--- src/rtl/arm_isa_pkg.sv ---
// ISA constants shared between the control-unit decoder and the instruction encoder.
// Holds the opcode enum, condition and command codes, and instruction field positions.
package arm_isa_pkg;

  typedef enum logic [2:0] {
    INS_ADD, INS_SUB, INS_CMP, INS_MOV, INS_STR, INS_LDR, INS_B, INS_BL
  } op_e;

  localparam logic [3:0] COND_AL = 4'b1110;
  localparam logic [3:0] COND_EQ = 4'b0000;
  localparam logic [3:0] COND_NE = 4'b0001;

  localparam logic [3:0] CMD_ADD = 4'b0100;
  localparam logic [3:0] CMD_SUB = 4'b0010;
  localparam logic [3:0] CMD_CMP = 4'b1010;
  localparam logic [3:0] CMD_MOV = 4'b1101;

  localparam logic [1:0] OP_DP  = 2'b00;
  localparam logic [1:0] OP_MEM = 2'b01;
  localparam logic [1:0] OP_BR  = 2'b10;

  localparam int COND_LSB  = 28;
  localparam int OPF_LSB   = 26;
  localparam int FUNCT_LSB = 20;
  localparam int RN_LSB    = 16;
  localparam int RD_LSB    = 12;
  localparam int SRC2_LSB  = 0;

  function automatic logic cond_legal(input logic [3:0] c);
    return (c == COND_AL) || (c == COND_EQ) || (c == COND_NE);
  endfunction

endpackage

--- src/rtl/sync_fifo.sv ---
// Synchronous FIFO with combinational head; pointers carry a wrap bit to tell full from empty.
module sync_fifo #(
  parameter int WIDTH = 32,
  parameter int DEPTH = 8
) (
  input  logic             clk,
  input  logic             reset,
  input  logic             push,
  input  logic             pop,
  input  logic [WIDTH-1:0] din,
  output logic             full,
  output logic             empty,
  output logic [WIDTH-1:0] head
);

  localparam int AW = $clog2(DEPTH);

  logic [WIDTH-1:0] mem [DEPTH];
  logic [AW:0]      wp, rp;

  assign empty = (wp == rp);
  assign full  = (wp[AW] != rp[AW]) && (wp[AW-1:0] == rp[AW-1:0]);
  assign head  = mem[rp[AW-1:0]];

  always_ff @(posedge clk) begin
    if (reset) begin
      wp <= '0;
      rp <= '0;
    end else begin
      if (push && !full) wp <= wp + 1'b1;
      if (pop && !empty) rp <= rp + 1'b1;
    end
  end

  // Storage needs no reset: empty gates every consumer of head.
  always_ff @(posedge clk) begin
    if (push && !full && !reset) mem[wp[AW-1:0]] <= din;
  end

endmodule

--- src/rtl/instr_encoder.sv ---
// Packs symbolic instruction requests into 32-bit words, queues them, and streams them
// into instruction memory at an auto-incrementing address.
module instr_encoder
  import arm_isa_pkg::*;
#(
  parameter int DEPTH  = 8,
  parameter int ADDR_W = 6
) (
  input  logic              clk,
  input  logic              reset,
  input  logic              req_valid,
  output logic              req_ready,
  input  logic [2:0]        req_op,
  input  logic [3:0]        req_cond,
  input  logic              req_s,
  input  logic              req_imm_sel,
  input  logic [3:0]        req_rd,
  input  logic [3:0]        req_rn,
  input  logic [3:0]        req_rm,
  input  logic [23:0]       req_imm,
  input  logic              load_base,
  input  logic [ADDR_W-1:0] base_addr,
  input  logic              drain_en,
  output logic              imem_we,
  output logic [ADDR_W-1:0] imem_addr,
  output logic [31:0]       imem_wdata,
  output logic [ADDR_W:0]   words_written,
  output logic              err_illegal
);

  function automatic logic [31:0] encode(
    input op_e         op,
    input logic [3:0]  cond,
    input logic        s,
    input logic        imm_sel,
    input logic [3:0]  rd,
    input logic [3:0]  rn,
    input logic [3:0]  rm,
    input logic [23:0] imm
  );
    logic [31:0] w;
    logic [11:0] src2;
    logic [3:0]  cmd;
    src2 = imm_sel ? imm[11:0] : {8'b0, rm};
    case (op)
      INS_SUB: cmd = CMD_SUB;
      INS_CMP: cmd = CMD_CMP;
      INS_MOV: cmd = CMD_MOV;
      default: cmd = CMD_ADD;
    endcase
    w = '0;
    w[COND_LSB +: 4] = cond;
    case (op)
      INS_ADD, INS_SUB, INS_CMP, INS_MOV: begin
        w[OPF_LSB +: 2]    = OP_DP;
        w[FUNCT_LSB +: 6]  = {imm_sel, cmd, (op == INS_CMP) ? 1'b1 : s};
        w[RN_LSB +: 4]     = (op == INS_MOV) ? 4'h0 : rn;
        w[RD_LSB +: 4]     = (op == INS_CMP) ? 4'h0 : rd;
        w[SRC2_LSB +: 12]  = src2;
      end
      INS_STR, INS_LDR: begin
        w[OPF_LSB +: 2]    = OP_MEM;
        w[FUNCT_LSB +: 6]  = {imm_sel, 4'b1100, op == INS_LDR};
        w[RN_LSB +: 4]     = rn;
        w[RD_LSB +: 4]     = rd;
        w[SRC2_LSB +: 12]  = src2;
      end
      default: begin
        w[OPF_LSB +: 2]    = OP_BR;
        w[25:24]           = {1'b1, op == INS_BL};
        w[23:0]            = imm;
      end
    endcase
    return w;
  endfunction

  logic        full, empty, push, accept;
  logic [31:0] enc_word, head;

  assign enc_word  = encode(op_e'(req_op), req_cond, req_s, req_imm_sel,
                            req_rd, req_rn, req_rm, req_imm);
  assign req_ready = !full;
  assign accept    = req_valid && req_ready;
  assign push      = accept && cond_legal(req_cond);

  // load_base steals the cycle so the new address is never written with a stale word.
  assign imem_we    = drain_en && !empty && !load_base;
  assign imem_wdata = empty ? 32'h0 : head;

  sync_fifo #(.WIDTH(32), .DEPTH(DEPTH)) u_fifo (
    .clk   (clk),
    .reset (reset),
    .push  (push),
    .pop   (imem_we),
    .din   (enc_word),
    .full  (full),
    .empty (empty),
    .head  (head)
  );

  always_ff @(posedge clk) begin
    if (reset) begin
      imem_addr     <= '0;
      words_written <= '0;
      err_illegal   <= 1'b0;
    end else begin
      if (load_base)    imem_addr <= base_addr;
      else if (imem_we) imem_addr <= imem_addr + 1'b1;
      if (imem_we && (words_written != '1)) words_written <= words_written + 1'b1;
      if (accept && !cond_legal(req_cond)) err_illegal <= 1'b1;
    end
  end

endmodule

--- config.mk ---
export PLATFORM = sky130hd
export DESIGN_NAME = instr_encoder
export DESIGN_NICKNAME = d
export VERILOG_FILES = /design/src/rtl/arm_isa_pkg.sv /design/src/rtl/sync_fifo.sv /design/src/rtl/instr_encoder.sv
export SDC_FILE = /design/constraint.sdc
export NUM_CORES = 1
export LEC_CHECK = 0
export CAP_MARGIN = 20
export CELL_PAD_IN_SITES_DETAIL_PLACEMENT = 1
export CELL_PAD_IN_SITES_GLOBAL_PLACEMENT = 1
export CORE_ASPECT_RATIO = 1.5
export CORE_MARGIN = 10
export CORE_UTILIZATION = 53
export DETAILED_ROUTE_END_ITERATION = 7
export HOLD_SLACK_MARGIN = 0.03
export PLACE_DENSITY_LB_ADDON = 0.2
export SLEW_MARGIN = 20
export SYNTH_ARGS = -nofsm -noshare
export SYNTH_HDL_FRONTEND = slang
export SYNTH_SLANG_ARGS = --single-unit
--- constraint.sdc ---
create_clock -name clk -period 8.4 [get_ports clk]
set_input_delay 0.84 -clock clk [delete_from_list [all_inputs] [get_ports clk]]
set_output_delay 0.84 -clock clk [all_outputs]
set_load 0.01 [all_outputs]
; ---- After elaboration in Yosys (flattened, before gate mapping)
; Memories as Yosys holds them, arrays and structs flattened. A register that Yosys moved wholly into a read port is not among the register bits.
; Index checks and enable logic that the tools add are counted.
[totals]
regBits = 22
ram_bits = 256
input_bits = 56
out_inout_bits = 48
elab_cells = 57
mem_count = 1
[classes]
n_addsub = 4
eq_ne = 12
muxes = 13
n_reduce_logical = 22
[memory_table]
columns = memory, words, width, rd, rd_ports_with_merged_regs, write_ports, line
row1 = u_fifo.mem, 8, 32, 1, 1, 1, sync_fifo.sv:18  ; logic [WIDTH-1:0] mem [DEPTH];
[op_table]
columns = op, count
row1 = one-hot mux 28 bit (2 select lines), 1
row2 = 2-to-1 mux 32 bit, 1
row3 = 2-to-1 mux 12 bit, 1
row4 = 2-to-1 mux 6 bit, 2
row5 = one-hot mux 4 bit (3 select lines), 1
row6 = logical AND 1 bit, 10
row7 = "== test 3 bit, second input constant", 3
row8 = "adder 4 x 1 -> 4 bit, second input constant", 2
row9 = 2-to-1 mux 4 bit, 2
row10 = "adder 7 x 1 -> 7 bit, second input constant", 1
row11 = "!= test 7 bit, second input constant", 1
row12 = "adder 6 x 1 -> 6 bit, second input constant", 1
row13 = "== test 3 x 2 -> 1 bit, second input constant", 2
row14 = 2-to-1 mux 3 bit, 2
row15 = logical NOT 1 bit, 5
row16 = "== test 4 x 1 -> 1 bit, second input constant", 1
row17 = == test 4 bit, 1
row18 = "== test 4 bit, second input constant", 1
row19 = logical NOT 4 bit, 1
row20 = OR reduction 4 bit, 1
row21 = "== test 3 x 1 -> 1 bit, second input constant", 1
row22 = == test 3 bit, 1
row23 = logical NOT 3 bit, 1
row24 = 2-to-1 mux 1 bit, 3
row25 = other kinds (4), 5

; ---- Depth between registers and ports, before layout
; Gate-level depths: netlist (run 1).
[depth]
ltp_word = 9
ltp_mapped = 7
ltp_nobuf = 6

; ---- Modules after synthesis
; From an unflattened synthesis (run 1), not the netlist that was laid out.
[hier_totals]
cells_unflattened = 642
hier_area_um2 = 11668.7
[modules_own_cells]
columns = module, n_inst, cells_each, area_per_inst_um2, seq_area_each_um2
row1 = sync_fifo, 1, 454, 10314.9, 7907.6
row2 = instr_encoder, 1, 188, 1353.8, 280.3

; ---- Least setup slack after synthesis (run 1)
; Ideal clock, no wire load.
[synth_path]
kind = input to register
start = input req_cond[1]
end = memory u_fifo.mem[0][0] (enable)
setup_ns = 0.502
arrival_ns = 4.593
t_required_ns = 7.898
path_slack_ns = 3.305
stages = 3
path_buffers = 0
path_cell_list = o31ai_1 nand3_1 nor4_1
[synth_between]
elab_chain_len = 8
elab_cells_between_ends = 10
classes_between = eq/ne (2) / mux (2) / reduce/logical (6)
[synth_rtl]
columns = element, line
row1 = from (decl), instr_encoder.sv:14  ; input logic [3:0] req_cond,
row2 = == test 4 bit / logical NOT 4 bit (equally long branches), arm_isa_pkg.sv:30  ; return (c == COND_AL) || (c == COND_EQ) || (c == COND_NE);
row3 = logical OR 1 bit, arm_isa_pkg.sv:30
row4 = logical OR 1 bit (*), arm_isa_pkg.sv:30
row5 = logical AND 1 bit (*), instr_encoder.sv:84  ; assign push = accept && cond_legal(req_cond);
row6 = logical AND 1 bit (*) (2 in a row), sync_fifo.sv:37  ; if (push && !full && !reset) mem[wp[AW-1:0]] <= din;
row7 = 2-to-1 mux 1 bit (*), sync_fifo.sv:37
row8 = 2-to-1 mux 1 bit (implied by the code) (*), sync_fifo.sv:37
row9 = to (decl), sync_fifo.sv:18
; Mark *: on every way between the ends. The rest lies on a longest branch, timed or not.

==> flow_summary.yaml, run 1 <==
outcome:
  outcome: "finished, final reports clean"
clocking:
  cts_tree: "done"
  numCtsBuffers: 27
  cts_setup_buffers: 0
  clk_pin_slew_ns: 0.06
  htree_levels: 1
  cts_resized: 0
  worstSkewPairLatency_ns: 0.52
  cts-root-buf: "clkbuf_16"
  clock-sinks: 281
  max-clock-path-buffers: 3
  hold_buffers: 0
synthesis:
  yosysWarnings: 0
  async_reset_ff_frac: 0
  synth-edff-count: 256
  synth.top_cell.area_share: 0.6694
  syn_inst: 630
  yosysUniqueCellTypes: 47
  synthesis.area_sq_um: 11480
  syn_area_per_cell_sq_um: 18.23
  synth_most_common_cell: "edfxtp_1"
  ys_seq_elements: 281
  seq_area_frac_synth: 0.7129
  synth_fp_nets: 695
  synth_area_leader_cell: "edfxtp_1"
  ys.flop_type: "edfxtp_1"
  synthTopCellsByCount: "edfxtp_1, mux4_2, nor2_1"
  synth_area_leaders: "edfxtp_1, mux4_2, dfxtp_1, mux2i_1, nor2_1"
timing:
  report.final.hold_viol_count: 0
  finalClockSkew_ns: 0.007226
  finalMaxSlewViolations: 0
  setup_viol: 0
  tightestPinTransition_ns: 1.035
  timing.fmax_ghz: 0.2294
  timing.slew.headroom: 0.3049
  rsz0062_at_grt: "false"
  period_minus_slack_ns: 4.360
  fin_tns_setup_ns: 0
  fin_crit_sh: 0.5190
pwr:
  p_sw_uw: 592.8
  power_frac_comb: 0.056
  pwr-share-seq: 0.532
  clockPowerShare: 0.413
  sw_frac_of_total: 0.2034
  peakVddDrop_mv: 0.1508
  internal_power_uw: 2321
  power.density_nw_per_um2: 211.4
  leakage_uw: 0.004327
route:
  vias: 6279
  drc: 0
  wl_microns: 28080
  wl_per_cell_microns: 27.08
  drt-initial-drc-count: 452
  drt-vias-per-instance: 6.055
  antenna_left: 0
  dr.pass1.iters: 4
final_layout:
  diodes: 0
  drive_gt1_frac: 0.1886
  final_area_sq_um: 13780
  area_growth_syn_to_layout_pct: 20.01
  nets: 814
worst_setup_path:
  worstSetupEndpointType: "output pin"
  crit_required_ns: 7.56
  worstSetupPathType: "flip-flop to output pin"
  cp_max_fo: 38
  regToRegStartpoint: "u_fifo.wp[1]$_SDFFE_PP0P_"
  startpoint_type: "flip-flop"
  cp_data_arrival_time_ns: 3.52
min_path:
  min_from: "err_illegal$_SDFFE_PP0P_"
  hp-class: "flip-flop to flip-flop"
floorplan:
  fp-row-count: 65
  start_util: 0.5411
  dieArea_sq_um: 28080
  ios: 104
  die_h_microns: 200.3
  coreArea_sq_um: 21230
  floorplan.die.width_microns: 140.2
global_routing:
  overflow: 0
  grt_pass1_wl_microns: 43120
  grt_max_degree: 65
  gr-usage-all-layers: 0.1970
  antenna_found_initial: 0
  first_global_vias: 7039
placed_design:
  hpwlAfterDp_microns: 17550
  placedInstanceArea_sq_um: 12910
  io_buffers: 103
  place_congestion: 0.7760
flow_run:
  max-cap-violations: 0
[cells in the final DEF (no fill, tap or decap), types with 7 or more instances in the layout]
| master | n |
|---|---|
| a21oi_1 | 16 |
| a22o_1 | 8 |
| and2_1 | 8 |
| buf_4 | 18 |
| clkbuf_1 | 12 |
| clkbuf_16 | 27 |
| clkdlybuf4s50_1 | 103 |
| dfxtp_1 | 22 |
| edfxtp_1 | 256 |
| ha_1 | 9 |
| inv_1 | 11 |
| mux2i_1 | 34 |
| mux4_2 | 64 |
| nand2_1 | 13 |
| nand3_1 | 7 |
| nor2_1 | 50 |
| nor2b_1 | 8 |
| o21ai_0 | 17 |
| or3_1 | 7 |
[metal layers]
metal  track usage  up-vias  wire, microns
li1              -     2758              -
met1        0.2307     3288          10750
met2        0.3586      200          15350
met3       0.03477       33           1402
met4       0.05362        0            577
met5             0        -              0
[kinds of logic after synthesis]
kind of cell | count (synthesis) | share of synthesized area
compound gates | 59 | 0.03704
buf+inv | 42 | 0.01503
fa+ha+maj | 9 | 0.009805
mux | 102 | 0.1591
xor+xnor | 10 | 0.01122
simple gates | 127 | 0.05491
flops | 281 | 0.7129
[final cells by class]
cell class,count,area [sq um]
flip-flops and latches,281,8194
fillers,1817,7443
multi-input cells,307,3178
repair buffers,121,1166
clock buffers,41,748.2
well taps,268,335.3
clock inverters,8,120.1
inverters,11,41.29
[critical path: stages, from the launching register on]
cell	delay, ns
dfxtp_4	0.71
buf_4	0.71
mux4_2	0.64
mux2i_1	0.23
nor2_1	0.09
clkdlybuf4s50_1	0.54
[stage by stage]
step	cells	util	worst slack (ns)	hold slack, ns	total power (uW)
5_1_grt	1037	0.6493	3.719	0.5236	3004
3_3_place_gp	988	0.6083	4.373	0.4634	1731
2_1_floorplan	630	-	3.305	0.4881	1655
4_1_cts	1037	0.6492	3.945	0.4923	2932
3_5_place_dp	988	0.6083	4.053	0.4647	1743
6_report	1037	0.6493	4.040	0.4953	2914
[path summary, 6_finish.rpt]
| kind | end | slack (ns) | cells past startpoint |
|---|---|---|---|
| worst max-delay path | imem_wdata[1] | 4.04 | 5 |
| worst min register to register | err_illegal$_SDFFE_PP0P_ | 0.50 | 2 |
| worst min-delay path | err_illegal$_SDFFE_PP0P_ | 0.50 | 2 |
| worst max register to register | u_fifo.mem[1][3]$_DFFE_PP_ | 5.29 | 5 |
[sequential cells by signal, indices dropped and copies added, names as in the netlist, named ones only]
name	cells
u_fifo.wp	4
u_fifo.rp	4
err_illegal	1
imem_addr	6
words_written	7
u_fifo.mem	256
[power by group through the flow]
stage	clock network (uW)	logic (uW)	registers, uW
4_1_cts	1220	164	1550
2_1_floorplan	0	78.1	1580
6_report	1200	162	1550
3_3_place_gp	0	152	1580
5_1_grt	1280	176	1550
3_5_place_dp	0	163	1580
Power figures use the tool's default switching activity.
==> run 2, diff against run 1 <==
--- a/config.mk
+++ b/config.mk
@@ -10,7 +10,7 @@
 export CELL_PAD_IN_SITES_GLOBAL_PLACEMENT = 1
 export CORE_ASPECT_RATIO = 1.5
 export CORE_MARGIN = 10
-export CORE_UTILIZATION = 53
+export CORE_UTILIZATION = 49
 export DETAILED_ROUTE_END_ITERATION = 7
 export HOLD_SLACK_MARGIN = 0.03
 export PLACE_DENSITY_LB_ADDON = 0.2
==> constraint.sdc (replaced) <==
create_clock -name clk -period 4.3 [get_ports clk]
set_input_delay 0.43 -clock clk [delete_from_list [all_inputs] [get_ports clk]]
set_output_delay 0.43 -clock clk [all_outputs]
set_load 0.01 [all_outputs]
==> run 2 against run 1 <==
  * Via count increased by 0.19%
  * Clock-buffer cell count decreased by 12
  * Sequential share of layout area about the same
  * Critical endpoint is now imem_wdata[25]
  * Clock power increased by 72%
  * Largest power group unchanged
  * Final cell count increased by 4.1%
  * Hold slack got worse by 0.0024 ns
==> flow_summary.yaml, run 2 (synthesis gave the netlist of run 1 again) <==
timing:
  fin_tns_setup_ns: 0
  period_minus_slack_ns: 3.431
  fin_crit_sh: 0.7979
  timing.fmax_ghz: 0.2915
  report.final.hold_viol_count: 0
  timing.slew.headroom: 0.3295
  finalClockSkew_ns: 0.01467
  hold_ws_ns: 0.4929
  tightestPinTransition_ns: 1.006
  rsz0062_at_grt: "false"
  setup_viol: 0
  finalMaxSlewViolations: 0
global_routing:
  first_global_vias: 6985
  antenna_found_initial: 0
  gr-usage-all-layers: 0.1823
  overflow: 0
  grt_max_degree: 33
  grt_pass1_wl_microns: 42500
placed_design:
  place_congestion: 0.8153
  io_buffers: 103
  hpwlAfterDp_microns: 17830
  placedInstanceArea_sq_um: 13050
final_layout:
  layout_common_cells: "edfxtp_1, clkdlybuf4s50_1, mux4_2"
  area_growth_syn_to_layout_pct: 20.08
  mostFrequentLayoutCell: "edfxtp_1"
  largest_register_ff_count: 256
  diodes: 0
  final_area_sq_um: 13790
  nFillCells: 2051
  nets: 815
  drive_gt1_frac: 0.1882
worst_setup_path:
  regToRegStartpoint: "u_fifo.wp[1]$_SDFFE_PP0P_"
  cpPeakStageDelay_ns: 0.73
  critPathBufInv: 2
  path_cells: "buf_12 > mux4_2 > mux2i_1 > nor2_1 > clkdlybuf4s50_1"
  r2r_slack_ns: 1.49
  startpoint_type: "flip-flop"
  slowest_stage: "dfxtp_4"
  crit_required_ns: 3.87
  cp_max_fo: 28
  cp_data_arrival_time_ns: 3.00
  worstSetupPathType: "flip-flop to output pin"
  r2r-end: "u_fifo.mem[2][11]$_DFFE_PP_"
  worstSetupEndpointType: "output pin"
  r2r_cells: 5
  crit_family: "buffers and inverters"
min_path:
  hp-class: "input port to flip-flop"
  min_from: "base_addr[2]"
  min_delay_path_depth: 3
  holdPathEnd: "imem_addr[2]$_SDFFE_PP0P_"
pwr:
  leakage_uw: 0.004294
  power.density_nw_per_um2: 391.5
  peakVddDrop_mv: 0.3570
clocking:
  clk_pin_slew_ns: 0.07
  max-clock-path-buffers: 3
  worstSkewPairLatency_ns: 0.52
  hold_buffers: 0
  cts_tree: "done"
  cts-root-buf: "clkbuf_16"
  htree_levels: 1
  cts_setup_buffers: 0
  cts_resized: 0
  clock-sinks: 281
  numCtsBuffers: 25
route:
  wl_per_cell_microns: 25.69
  drc: 0
  antenna_left: 0
  dr.pass1.iters: 5
  drt-vias-per-instance: 5.825
  drt-initial-drc-count: 406
  vias: 6291
  wl_microns: 27750
floorplan:
  floorplan.die.width_microns: 145
  die_h_microns: 207.5
  fp-row-count: 68
  ios: 104
  dieArea_sq_um: 30090
  start_util: 0.4981
  coreArea_sq_um: 23060
outcome:
  outcome: "finished, final reports clean"
flow_run:
  max-cap-violations: 0
-- run 2: cell types whose count changed in the layout (fill, tap and decap cells not counted), moves of 2 or more --
cell / change
buf_12: +5
buf_4: -2
bufinv_16: -2
clkbuf_1: -8
clkbuf_16: -2
clkbuf_8: -2
clkinv_1: +5
clkinv_2: +2
-- run 2: metal layers --
metal,routed length (microns),global-route usage,vias to the layer above
met2,15390,0.3383,195
met3,1200,0.02923,29
met1,10590,0.2114,3324
met5,0,0,-
met4,576,0.04967,0
li1,-,-,2743
-- run 2: stage by stage --
stage | power (uW) | worst slack (ns) | cells | utilization
floorplan | 3232 | -0.4329 | 630 | -
global placement | 3389 | 0.9376 | 1037 | 0.5659
detailed placement | 3407 | 0.7461 | 1037 | 0.5659
CTS | 5456 | 0.7674 | 1079 | 0.5976
global route | 5585 | 0.6596 | 1080 | 0.5981
finish | 5399 | 0.8689 | 1080 | 0.5981
-- run 2: worst max-delay path by stage --
stage,startpoint,end,slack (ns),depth (start not counted)
after floorplan,u_fifo.wp[1]$_SDFFE_PP0P_,u_fifo.mem[0][0]$_DFFE_PP_,-0.43,5
after CTS,flip-flop,imem_wdata[25],0.77,5
final,flip-flop,imem_wdata[25],0.87,5
after detailed placement,req_op[2],u_fifo.mem[2][5]$_DFFE_PP_,0.75,6
after global routing,flip-flop,imem_wdata[7],0.66,5
after global placement,req_op[2],u_fifo.mem[4][10]$_DFFE_PP_,0.94,6
-- run 2: worst register-to-register path, cell delays in order (launching register included) --
cell and delay [ns]:
dfxtp_1 0.69, xnor2_1 0.19, nand4_1 0.25, nand3_1 0.40
nor3_2 0.40, buf_4 0.52
-- run 2: report_power, final --
part / internal (uW) / switching, uW
registers: 3010 / 15.4
logic: 147 / 169
clock network: 1120 / 935
total: 4280 / 1120
-- run 2: final cells by class --
class | count | area (sq um) | area share
Sequential cell | 281 | 8194 | 0.5942
Multi-Input combinational cell | 307 | 3181 | 0.2306
Timing Repair Buffer | 124 | 1251 | 0.09073
Clock buffer | 29 | 640.6 | 0.04645
Tap cell | 315 | 394.1 | 0.02858
Clock inverter | 13 | 88.84 | 0.006442
Inverter | 11 | 41.29 | 0.002994
